==> src/rtl/midi_pkg.sv <==
// Shared MIDI constants, byte classes, parser FSM encoding and the
// status-to-data-length lookup used by the message parser.
package midi_pkg;

  localparam logic [7:0] NOTE_OFF    = 8'h80;
  localparam logic [7:0] NOTE_ON     = 8'h90;
  localparam logic [7:0] POLY_AT     = 8'hA0;
  localparam logic [7:0] CTRL_CHG    = 8'hB0;
  localparam logic [7:0] PROG_CHG    = 8'hC0;
  localparam logic [7:0] CHAN_AT     = 8'hD0;
  localparam logic [7:0] PITCH_BEND  = 8'hE0;
  localparam logic [7:0] SYSEX_START = 8'hF0;
  localparam logic [7:0] MTC_QF      = 8'hF1;
  localparam logic [7:0] SONG_POS    = 8'hF2;
  localparam logic [7:0] SONG_SEL    = 8'hF3;
  localparam logic [7:0] UNDEF_F4    = 8'hF4;
  localparam logic [7:0] UNDEF_F5    = 8'hF5;
  localparam logic [7:0] TUNE_REQ    = 8'hF6;
  localparam logic [7:0] SYSEX_END   = 8'hF7;
  localparam logic [7:0] RT_MIN      = 8'hF8;

  localparam logic [1:0] LEN_INVALID = 2'd3;

  typedef enum logic [1:0] {
    S_IDLE = 2'd0,
    S_REQ  = 2'd1,
    S_CAP  = 2'd2
  } state_t;

  typedef enum logic [1:0] {
    CLS_DATA   = 2'd0,
    CLS_CHAN   = 2'd1,
    CLS_SYSCOM = 2'd2,
    CLS_RT     = 2'd3
  } byte_class_t;

  // Data bytes and bytes that never carry data (F0, F4, F5, F7) map to LEN_INVALID.
  function automatic logic [1:0] status_len(input logic [7:0] code);
    logic [1:0] len;
    len = LEN_INVALID;
    if (code[7] == 1'b0) begin
      len = LEN_INVALID;
    end else if (code < SYSEX_START) begin
      case (code[7:4])
        PROG_CHG[7:4], CHAN_AT[7:4]: len = 2'd1;
        default:                     len = 2'd2;
      endcase
    end else begin
      case (code)
        MTC_QF, SONG_SEL:                          len = 2'd1;
        SONG_POS:                                  len = 2'd2;
        TUNE_REQ:                                  len = 2'd0;
        SYSEX_START, UNDEF_F4, UNDEF_F5, SYSEX_END: len = LEN_INVALID;
        default:                                   len = 2'd0;
      endcase
    end
    return len;
  endfunction

endpackage

==> src/rtl/midi_len_decode.sv <==
// Combinational byte classifier: data / channel status / system common /
// real-time, plus the expected data-byte count for status bytes.
module midi_len_decode
  import midi_pkg::*;
(
  input  logic [7:0]  code,
  output byte_class_t cls,
  output logic [1:0]  len
);

  // Classify the byte and look up its data length.
  always_comb begin
    len = status_len(code);
    if (code[7] == 1'b0) begin
      cls = CLS_DATA;
    end else if (code >= RT_MIN) begin
      cls = CLS_RT;
    end else if (code >= SYSEX_START) begin
      cls = CLS_SYSCOM;
    end else begin
      cls = CLS_CHAN;
    end
  end

endmodule

==> src/rtl/midi_msg_parser.sv <==
// Drains the MIDI receive FIFO one byte per three cycles and assembles
// complete messages (running status, real-time, SysEx discard) for the router.
module midi_msg_parser
  import midi_pkg::*;
#(
  parameter int ERR_W = 8
) (
  input  logic             clk,
  input  logic             rst,
  input  logic [7:0]       in_data,
  input  logic             in_rdy,
  output logic             in_rd,
  output logic [7:0]       msg_status,
  output logic [7:0]       msg_data1,
  output logic [7:0]       msg_data2,
  output logic [1:0]       msg_len,
  output logic             msg_valid,
  input  logic             msg_ack,
  output logic [ERR_W-1:0] err_cnt
);

  state_t      state_r;
  logic [7:0]  cur_status_r;
  logic        have_status_r;
  logic        running_r;
  logic [1:0]  exp_len_r;
  logic        idx_r;
  logic [7:0]  data1_r;
  logic        sysex_r;

  byte_class_t cls_s;
  logic [1:0]  len_s;
  logic        err_bump_s;

  midi_len_decode u_dec (
    .code (in_data),
    .cls  (cls_s),
    .len  (len_s)
  );

  // Protocol error detection for the byte being captured.
  always_comb begin
    err_bump_s = 1'b0;
    if (state_r == S_CAP) begin
      case (cls_s)
        CLS_DATA:            err_bump_s = ~sysex_r & ~have_status_r;
        CLS_CHAN, CLS_SYSCOM: err_bump_s = idx_r;
        default:             err_bump_s = 1'b0;
      endcase
    end else begin
      err_bump_s = 1'b0;
    end
  end

  // Main FSM: read strobe, byte capture, message assembly and handshake.
  always_ff @(posedge clk) begin
    if (!rst) begin
      state_r       <= S_IDLE;
      in_rd         <= 1'b0;
      msg_status    <= 8'h00;
      msg_data1     <= 8'h00;
      msg_data2     <= 8'h00;
      msg_len       <= 2'd0;
      msg_valid     <= 1'b0;
      err_cnt       <= '0;
      cur_status_r  <= 8'h00;
      have_status_r <= 1'b0;
      running_r     <= 1'b0;
      exp_len_r     <= 2'd0;
      idx_r         <= 1'b0;
      data1_r       <= 8'h00;
      sysex_r       <= 1'b0;
    end else begin
      if (msg_valid && msg_ack) begin
        msg_valid <= 1'b0;
      end

      if (err_bump_s && (err_cnt != {ERR_W{1'b1}})) begin
        err_cnt <= err_cnt + {{(ERR_W-1){1'b0}}, 1'b1};
      end

      case (state_r)
        S_IDLE: begin
          in_rd <= 1'b0;
          // The ack cycle already frees the output register for the next byte.
          if (in_rdy && (!msg_valid || msg_ack)) begin
            state_r <= S_REQ;
            in_rd   <= 1'b1;
          end
        end

        S_REQ: begin
          in_rd   <= 1'b0;
          state_r <= S_CAP;
        end

        S_CAP: begin
          in_rd   <= 1'b0;
          state_r <= S_IDLE;
          case (cls_s)
            CLS_RT: begin
              msg_status <= in_data;
              msg_data1  <= 8'h00;
              msg_data2  <= 8'h00;
              msg_len    <= 2'd0;
              msg_valid  <= 1'b1;
            end

            CLS_DATA: begin
              if (sysex_r || !have_status_r) begin
                idx_r <= 1'b0;
              end else if (!idx_r) begin
                data1_r <= in_data;
                if (exp_len_r == 2'd1) begin
                  msg_status    <= cur_status_r;
                  msg_data1     <= in_data;
                  msg_data2     <= 8'h00;
                  msg_len       <= 2'd1;
                  msg_valid     <= 1'b1;
                  have_status_r <= running_r;
                end else begin
                  idx_r <= 1'b1;
                end
              end else begin
                msg_status    <= cur_status_r;
                msg_data1     <= data1_r;
                msg_data2     <= in_data;
                msg_len       <= 2'd2;
                msg_valid     <= 1'b1;
                idx_r         <= 1'b0;
                have_status_r <= running_r;
              end
            end

            CLS_CHAN: begin
              idx_r         <= 1'b0;
              sysex_r       <= 1'b0;
              cur_status_r  <= in_data;
              exp_len_r     <= len_s;
              have_status_r <= 1'b1;
              running_r     <= 1'b1;
            end

            CLS_SYSCOM: begin
              idx_r <= 1'b0;
              case (in_data)
                SYSEX_START: begin
                  sysex_r       <= 1'b1;
                  have_status_r <= 1'b0;
                end
                // F7 only closes SysEx; running status survives a stray F7.
                SYSEX_END: begin
                  sysex_r <= 1'b0;
                end
                TUNE_REQ: begin
                  sysex_r       <= 1'b0;
                  have_status_r <= 1'b0;
                  msg_status    <= in_data;
                  msg_data1     <= 8'h00;
                  msg_data2     <= 8'h00;
                  msg_len       <= 2'd0;
                  msg_valid     <= 1'b1;
                end
                MTC_QF, SONG_POS, SONG_SEL: begin
                  sysex_r       <= 1'b0;
                  cur_status_r  <= in_data;
                  exp_len_r     <= len_s;
                  have_status_r <= 1'b1;
                  running_r     <= 1'b0;
                end
                default: begin
                  sysex_r       <= 1'b0;
                  have_status_r <= 1'b0;
                end
              endcase
            end

            default: begin
              idx_r <= 1'b0;
            end
          endcase
        end

        default: begin
          in_rd   <= 1'b0;
          state_r <= S_IDLE;
        end
      endcase
    end
  end

endmodule
==> config.mk <==
export PLATFORM = sky130hd
export DESIGN_NAME = midi_msg_parser
export DESIGN_NICKNAME = d
export VERILOG_FILES = /design/src/rtl/midi_pkg.sv /design/src/rtl/midi_len_decode.sv /design/src/rtl/midi_msg_parser.sv
export SDC_FILE = /design/constraint.sdc
export NUM_CORES = 1
export LEC_CHECK = 0
export BUFFER_PORTS_ARGS = -buffer_cell sky130_fd_sc_hd__buf_4
export CAP_MARGIN = 20
export CORE_ASPECT_RATIO = 2
export CORE_MARGIN = 5
export CORE_UTILIZATION = 55
export DETAILED_ROUTE_END_ITERATION = 12
export MAX_ROUTING_LAYER = met4
export PLACE_DENSITY = 0.81
export SLEW_MARGIN = 20
export SYNTH_ARGS = -nofsm -noshare
export SYNTH_HDL_FRONTEND = slang
export SYNTH_HIERARCHICAL = 1
export SYNTH_SLANG_ARGS = --single-unit
export TNS_END_PERCENT = 100
==> constraint.sdc <==
create_clock -name clk -period 6.65 [get_ports clk]
set_clock_uncertainty 0.2 [all_clocks]
set_input_delay 0.665 -clock clk [delete_from_list [all_inputs] [get_ports clk]]
set_output_delay 0.665 -clock clk [all_outputs]
set_load 0.05 [all_outputs]
==> results of run 1 <==
-- flip-flops by register name, summed over array words and instances (netlist names) --
name / flops
cur_status_r: 8
data1_r: 8
err_cnt: 8
exp_len_r: 2
have_status_r: 1
idx_r: 1
in_rd: 1
msg_data1: 8
msg_data2: 8
msg_len: 2
msg_status: 8
msg_valid: 1
running_r: 1
state_r: 2
sysex_r: 1
-- worst paths after layout --
kind,endpoint,start,slack (ns),cells after the start
hold / removal,msg_data2[4],msg_data2[4],0.26,2
hold reg to reg,msg_data2[4],msg_data2[4],0.26,2
setup reg to reg,msg_data2[6],idx_r,4.16,4
setup / recovery,msg_data2[6],in_data[6],3.20,9
-- metal layers --
metal  global-route usage, %  up-vias
met5                       -        -
met4                    12.5        0
met3                    4.64       19
met2                    33.4       77
met1                    27.6     1240
li1                        -     1246
-- critical path: stages --
cell and delay (ns):
buf_4 0.16, and4_1 0.26, a21boi_2 0.24, inv_1 0.11
ha_1 0.45, nor2b_1 0.30, a221oi_4 0.69, nand2_4 0.34
mux2i_1 0.27
-- cell usage in the layout (no fill, tap or decap), types with 6 or more instances in the layout --
cell type	Yosys	routed
nor2_1	17	17
a21oi_1	18	18
dfxtp_1	60	60
clkbuf_8	0	11
mux2_2	7	7
buf_4	3	48
nand2_1	66	66
mux2i_1	43	43
o21ai_0	6	6
nand2b_1	8	8
inv_1	11	11
a311oi_1	9	9
-- layout make-up --
class                           count  share of cell area, %
Inverter                           12                   1.29
Multi-Input combinational cell    238                   46.9
Clock inverter                      2                  0.287
Tap cell                           60                   2.16
Clock buffer                       13                   4.56
Sequential cell                    60                   34.5
Timing Repair Buffer               48                   10.3
-- report_power, final --
| part | internal (mW) | switching [mW] | total (mW) |
|---|---|---|---|
| combinational | 0.0224 | 0.0411 | 0.0634 |
| clock | 0.152 | 0.133 | 0.286 |
| sequential | 0.363 | 0.00259 | 0.365 |
| total | 0.538 | 0.177 | 0.715 |
-- cell families (layout without fill, tap and decap cells) --
group / count (synthesis) / count (layout) / share of synthesized area, %
multiplexers: 50 / 50 / 17.2
AO/OA/AOI/OAI: 56 / 56 / 14.6
buffers and inverters: 30 / 75 / 4.43
flip-flops: 60 / 60 / 40.5
AND/OR/NAND/NOR: 127 / 127 / 21.2
adder cells (fa/ha/maj): 5 / 5 / 2.11
-- stage by stage --
stage               utilization [%]  setup WS [ns]  hold WS, ns  total power, mW
floorplan                         -           3.80        0.230            0.416
global placement               62.2           3.03        0.240            0.435
detailed placement             62.2           2.88        0.257            0.436
CTS                            65.4           3.24        0.267            0.723
global route                   65.4           3.00        0.295            0.744
finish                         65.4           3.20        0.264            0.715
==> results.toml, run 1 <==
[status]
status = "finished, final reports clean"

[clock_tree]
tritoncts = "built"
cts_buffers = 9
post_cts_resized = 0
cts.sinks = 60
htree_num_levels = 3
cts_max_path_buffers = 2
post-cts-setup-buffers = 0
clk_pin_slew_ns = 0.06
ctsHoldBuffers = 0
cts-root-buf = "clkbuf_8"
clk_latency_ns = 0.34

[cells_and_area]
num-fill-cells = 481
multiInputGateArea_sq_um = 1630
fin_area_sq_um = 3480
diodes = 0
fin_nets = 386
syn_to_final_growth_pct = 17.5
register_area_sq_um = 1200
drive_gt1_share_pct = 20.6
fin_cells = 433

[power_and_ir_drop]
leakage_nw = 1.48
p_per_area_nw_per_um2 = 205
peakVddDrop_mv = 0.186

[setup_path]
crit_type = "input pin to register"
cp_max_fo = 18
endpoint_kind = "register"
arrival_ns = 3.50
cp.required_ns = 6.71
start_kind = "input pin"

[logic_synthesis]
yosys.cell_count.top_type = "nand2_1"
synthArstFlopShare_pct = 0
ys_seq_area_share_pct = 40.5
synth_common_cells = "66 x nand2_1, 60 x dfxtp_1, 43 x mux2i_1"
avgSynthCellArea_sq_um = 9.04
synth_top_area_share_pct = 40.5
synth.largest_area_cell = "dfxtp_1"
netlist_instances = 328
ys.warnings.count = 6
synth_edf_count = 0
yosys.cell_types.count = 48
synthesis.nets = 345
synth_area_sq_um = 2960
ys.flop_type = "dfxtp_1"
synthTopCellsByArea = "dfxtp_1 41%, mux2i_1 15%, nand2_1 8.4%"
ys_seq_elements = 60

[hold_path]
min-delay-path-class = "register to register"

[floorplanning]
io_pins = 48
fp-row-count = 38
die_w_um = 61.9
design.die.area_sq_um = 7050
initial_utilization_pct = 55.7
core_area_sq_um = 5330
die_h_um = 114

[route]
ant_nets = 0
drt-initial-drc-count = 197
routed.top_layer = "met4"
wirelength_um = 6940
m1WireLength_um = 2920
wl_met3_um = 415
vias_per_cell = 5.96
wl_met2_um = 3410
drtPass1Iterations = 4
drcViolationCount = 0
wl_per_cell_um = 16.0
via_count = 2582

[grt]
groute.usage.overall_pct = 22.5
grt_max_degree = 47
grt_pass1_wl_um = 11700
antenna_found_initial = 0
grt_pass1_vias = 2554
overflow = 0

[timing]
hold_violations = 0
rsz0062_at_grt = "no"
relSlewSlack_pct = 37.0
setup_tns_ns = 0
finalCriticalPeriod_ns = 3.45
fmax_mhz = 290
timing.final.crit_share_pct = 51.8
setup_viol_count_final = 0
drv_slew = 0
worst_pin_slew_ns = 0.942

[flow_run]
maxCapViolCount = 0

[placement]
placed_cells = 418
port-buffer-count = 47
place_area_sq_um = 3310
globalplace.congestion = 0.917
hpwl_um = 4810
(Power assumes the default switching activity.)
==> run 2, diff against run 1 <==
Settings changed: CORE_UTILIZATION 55 to 51, PLACE_DENSITY 0.81 to 0.79.
Clock period 6.65 ns to 3.1 ns, I/O delays scaled along.
==> run 2 against run 1 <==
Against the previous run: die area up 6.8%; non-clock buffer count rose by 6; sequential share of layout area decreased by 1.7 points; design area increased by 5.2%; first-iteration DRC count fell by 25%; wire length up 7.3%; combinational power grew 120%; sequential cell count stayed put; worst hold slack lost 0.20 ns; critical path depth stayed put.
==> results.toml, run 2 (synthesized netlist as in run 1, its figures left out) <==
[placement]
hpwl_um = 5230
globalplace.congestion = 0.983
port-buffer-count = 47

[setup_path]
cp.required_ns = 3.11
path_buf_inv = 2
reg2reg_slack_ns = 0.94
r2r_start = "idx_r"
path_cells = "buf_4 -> and4_1 -> a21boi_2 -> inv_1 -> ha_1 -> nor2b_1 -> nand3b_1 -> mux2i_1 -> nor2_1"
cp_max_fo = 10
crit_type = "input pin to register"
r2r_cells = 5
crit_slowest_cell = "nand3b_1"
r2r_end = "msg_status[2]"
start_kind = "input pin"
cp.depth = 9
max_stage_delay_ns = 0.51
startpoint = "in_data[6]"
endpoint_kind = "register"
crit_end = "data1_r[3]"
arrival_ns = 2.53
crit_family = "simple AND/OR/NAND/NOR gates"

[route]
ant_nets = 0
drcViolationCount = 0
vias_per_cell = 5.78
via_count = 2551
drtPass1Iterations = 4
wirelength_um = 7450
wl_per_cell_um = 16.9
drt-initial-drc-count = 147

[timing]
fmax_mhz = 397
setup_tns_ns = 0
hold_violations = 0
finalCriticalPeriod_ns = 2.52
timing.final.crit_share_pct = 81.2
worst_pin_slew_ns = 0.930
relSlewSlack_pct = 37.8
rsz0062_at_grt = "no"
setup_viol_count_final = 0
drv_slew = 0

[grt]
antenna_found_initial = 0
grt_max_degree = 47
grt_pass1_wl_um = 12400
groute.usage.overall_pct = 21.4
grt_pass1_vias = 2543
overflow = 0

[floorplanning]
die_w_um = 63.9
initial_utilization_pct = 51.9
design.die.area_sq_um = 7530
io_pins = 48
fp-row-count = 39
die_h_um = 118
core_area_sq_um = 5710

[power_and_ir_drop]
p_per_area_nw_per_um2 = 526
peakVddDrop_mv = 0.479
p_switching_mw = 0.454
seq_power_share_pct = 40.8
leakage_nw = 1.57
p_comb_share_pct = 7.4
clockPowerShare_pct = 51.9
p_sw_share_pct = 23.6
internal_power_mw = 1.47
p_total_mw = 1.92

[clock_tree]
ctsHoldBuffers = 0
tritoncts = "built"
post_cts_resized = 0
cts_max_path_buffers = 2
cts_buffers = 9
clk_pin_slew_ns = 0.05
htree_num_levels = 3
cts-root-buf = "clkbuf_16"
post-cts-setup-buffers = 0
clk_latency_ns = 0.33
cts.sinks = 60

[status]
status = "finished, final reports clean"

[cells_and_area]
final_cell_mix = "66 x nand2_1, 60 x dfxtp_1, 54 x buf_4, 43 x mux2i_1, 18 x a21oi_1"
drive_gt1_share_pct = 22.6
postLayoutCoreUtil_pct = 64.1
fin_nets = 392
syn_to_final_growth_pct = 23.6
layout_commonest_cell = "nand2_1"
num-fill-cells = 464
diodes = 0

[hold_path]
min-delay-path-class = "input pin to register"

[flow_run]
maxCapViolCount = 0
[run 2: layer usage]
| layer | routed length (um) | GRT usage, % | part of all wire, % |
|---|---|---|---|
| met5 | 0 | - | 0 |
| met4 | 241 | 12.1 | 3.2 |
| met3 | 381 | 6.11 | 5.1 |
| met2 | 4050 | 35.8 | 54 |
| met1 | 2770 | 21.6 | 37 |
[run 2: power by group through the flow]
| stage | sequential [mW] | combinational [mW] | clock (mW) |
|---|---|---|---|
| after floorplan | 0.810 | 0.0828 | 0 |
| after detailed placement | 0.801 | 0.140 | 0 |
| after global routing | 0.785 | 0.153 | 1.05 |
| after global placement | 0.800 | 0.138 | 0 |
| after CTS | 0.785 | 0.141 | 1.02 |
| final | 0.785 | 0.142 | 0.998 |
[run 2: cell type report]
cell class / instances / area, sq um / area share, %
Inverter: 12 / 45.0 / 1.23
Tap cell: 61 / 76.3 / 2.08
Clock inverter: 6 / 63.8 / 1.74
Clock buffer: 10 / 239 / 6.53
Timing Repair Buffer: 54 / 405 / 11.1
Sequential cell: 60 / 1200 / 32.8
Multi-Input combinational cell: 238 / 1630 / 44.6
[run 2: stage by stage]
| stage | cells | worst slack, ns | instance area (sq um) | hold slack (ns) |
|---|---|---|---|---|
| 2_1_floorplan | 328 | 0.608 | 2960 | 0.230 |
| 3_3_place_gp | 425 | 0.420 | 3360 | 0.239 |
| 3_5_place_dp | 425 | 0.329 | 3360 | 0.253 |
| 4_1_cts | 441 | 0.636 | 3660 | 0.0534 |
| 5_1_grt | 441 | 0.430 | 3660 | 0.0644 |
| 6_report | 441 | 0.583 | 3660 | 0.0640 |
[run 2: worst min path at each step]
stage,start,to,slack (ns),cells after the start
2_1_floorplan,exp_len_r[1],exp_len_r[1],0.23,2
3_3_place_gp,exp_len_r[1],exp_len_r[1],0.24,2
3_5_place_dp,cur_status_r[5],cur_status_r[5],0.25,2
4_1_cts,in_rdy,in_rd,0.05,2
5_1_grt,in_rdy,state_r[0],0.06,2
6_report,in_rdy,state_r[0],0.06,2
==> run 3, diff against run 2 <==
Clock period 3.1 ns to 2.1 ns, I/O delays scaled along.
==> run 3 against run 2 <==
Against the previous run: count of clock-buffer cells in the layout unchanged; sequential cell count unchanged; clock power increased by 34%; worst hold slack got worse by 0.030 ns; register-to-register slack got worse by 0.79 ns; first-iteration DRC count decreased by 22%; critical path depth increased by 1; wire length increased by 7.6%; critical path type unchanged; critical endpoint is now msg_data2[7]; largest cell class unchanged.
==> results.toml, run 3 (synthesized netlist as in run 1, its figures left out) <==
[timing]
setup_viol_count_final = 0
worst_pin_slew_ns = 0.623
setup_tns_ns = 0
worst_slack_ns = 0.0369
drv_slew = 0
hold_violations = 0
relSlewSlack_pct = 58.3
fmax_mhz = 485
finalCriticalPeriod_ns = 2.06
holdWs_ns = 0.0336
timing.final.crit_share_pct = 98.2

[grt]
grt_pass1_wl_um = 13400
busiest_layer = "met2"
antenna_found_initial = 0
grt_pass1_vias = 2901
grt_max_degree = 27
overflow = 0
grt_use_met3_pct = 4.20
grt.met1_usage_pct = 23.0
groute.usage.overall_pct = 22.7
gr-usage-met2_pct = 41.1

[floorplanning]
initial_utilization_pct = 51.9
design.die.area_sq_um = 7530
io_pins = 48
die_w_um = 63.9
core_area_sq_um = 5710
die_h_um = 118
fp-row-count = 39

[clock_tree]
tritoncts = "built"
htree_num_levels = 3
cts.sinks = 60
clk_pin_slew_ns = 0.06
clk_latency_ns = 0.32
cts_max_path_buffers = 2
cts_buffers = 9
cts-root-buf = "clkbuf_16"

[placement]
place_area_sq_um = 3710
hpwl_um = 5970
post-place-ws_ns = -0.329
port-buffer-count = 47
placed_cells = 462
globalplace.congestion = 0.817

[route]
drcViolationCount = 0
vias_per_cell = 5.71
via_count = 2754
drtPass1Iterations = 4
ant_nets = 0
wirelength_um = 8020
drt-initial-drc-count = 115
wl_per_cell_um = 16.6

[status]
status = "finished, final reports clean"

[flow_run]
maxCapViolCount = 0

[cells_and_area]
fin_area_sq_um = 4110
layout_commonest_cell = "buf_4"
syn_to_final_growth_pct = 38.6
num-fill-cells = 437
fin_nets = 433
diodes = 0
final_cell_mix = "84 x buf_4, 66 x nand2_1, 60 x dfxtp_1, 42 x mux2i_1, 17 x nor2_1"
fin_cells = 482
drive_gt1_share_pct = 34.0
postLayoutCoreUtil_pct = 72.0

[setup_path]
endpoint_kind = "register"
cp_max_fo = 18
start_kind = "input pin"
cp.required_ns = 2.11
arrival_ns = 2.08
crit_type = "input pin to register"

[hold_path]
min-delay-path-class = "input pin to register"

[power_and_ir_drop]
peakVddDrop_mv = 0.754
p_per_area_nw_per_um2 = 675
p_total_mw = 2.77
leakage_nw = 1.81
[run 3: changes by cell type in the layout (fill, tap and decap cells not counted), sizes merged]
cell         before  now
buf              54   93
dlygate4sd3       0    2
clkinvlp          2    1
clkinv            3    5
bufinv            1    0
[run 3: where the power goes]
group	switching [mW]	internal (mW)	total, mW
clock	0.514	0.826	1.34
sequential	0.00664	1.15	1.16
combinational	0.154	0.124	0.278
total	0.674	2.10	2.77
[run 3: critical path: stages]
cell and delay (ns):
buf_4 0.09, and4_4 0.26, a21boi_4 0.09, ha_4 0.18, or3b_4 0.40, a221oi_4 0.30, buf_6 0.16, nand2_4 0.05
buf_12 0.18, mux2i_2 0.15
[run 3: timing repair]
| item | in CTS | in global routing |
|---|---|---|
| gates resized for setup | 1 | 20 |
| pin swaps | 0 | 7 |
| setup buffers | 0 | 2 |
| hold endpoints to repair | 3 | 0 |
| setup endpoints to repair | 1 | 20 |
| hold buffers | 2 | 0 |
[run 3: worst paths after layout]
check	startpoint	to	slack, ns	cells after the start
setup / recovery	in_data[5]	msg_data2[7]	0.04	10
hold / removal	in_data[1]	cur_status_r[1]	0.03	3
hold reg to reg	msg_len[1]	msg_len[1]	0.26	2
setup reg to reg	state_r[1]	msg_data2[7]	0.15	6
[run 3: per-layer routing]
metal  up-vias  wire [um]
li1       1344          -
met1      1337       2920
met2        56       4620
met3        17        267
met4         0        207
met5         -          0
[run 3: cell type report]
cell class | instances | area (sq um) | share of cell area (%)
timing repair buffer | 95 | 778 | 18.9
multi-input combinational | 238 | 1730 | 42.1
inverter | 12 | 45.0 | 1.10
sequential | 60 | 1200 | 29.2
clock buffer | 10 | 239 | 5.82
clock inverter | 6 | 40.0 | 0.974
tap | 61 | 76.3 | 1.86
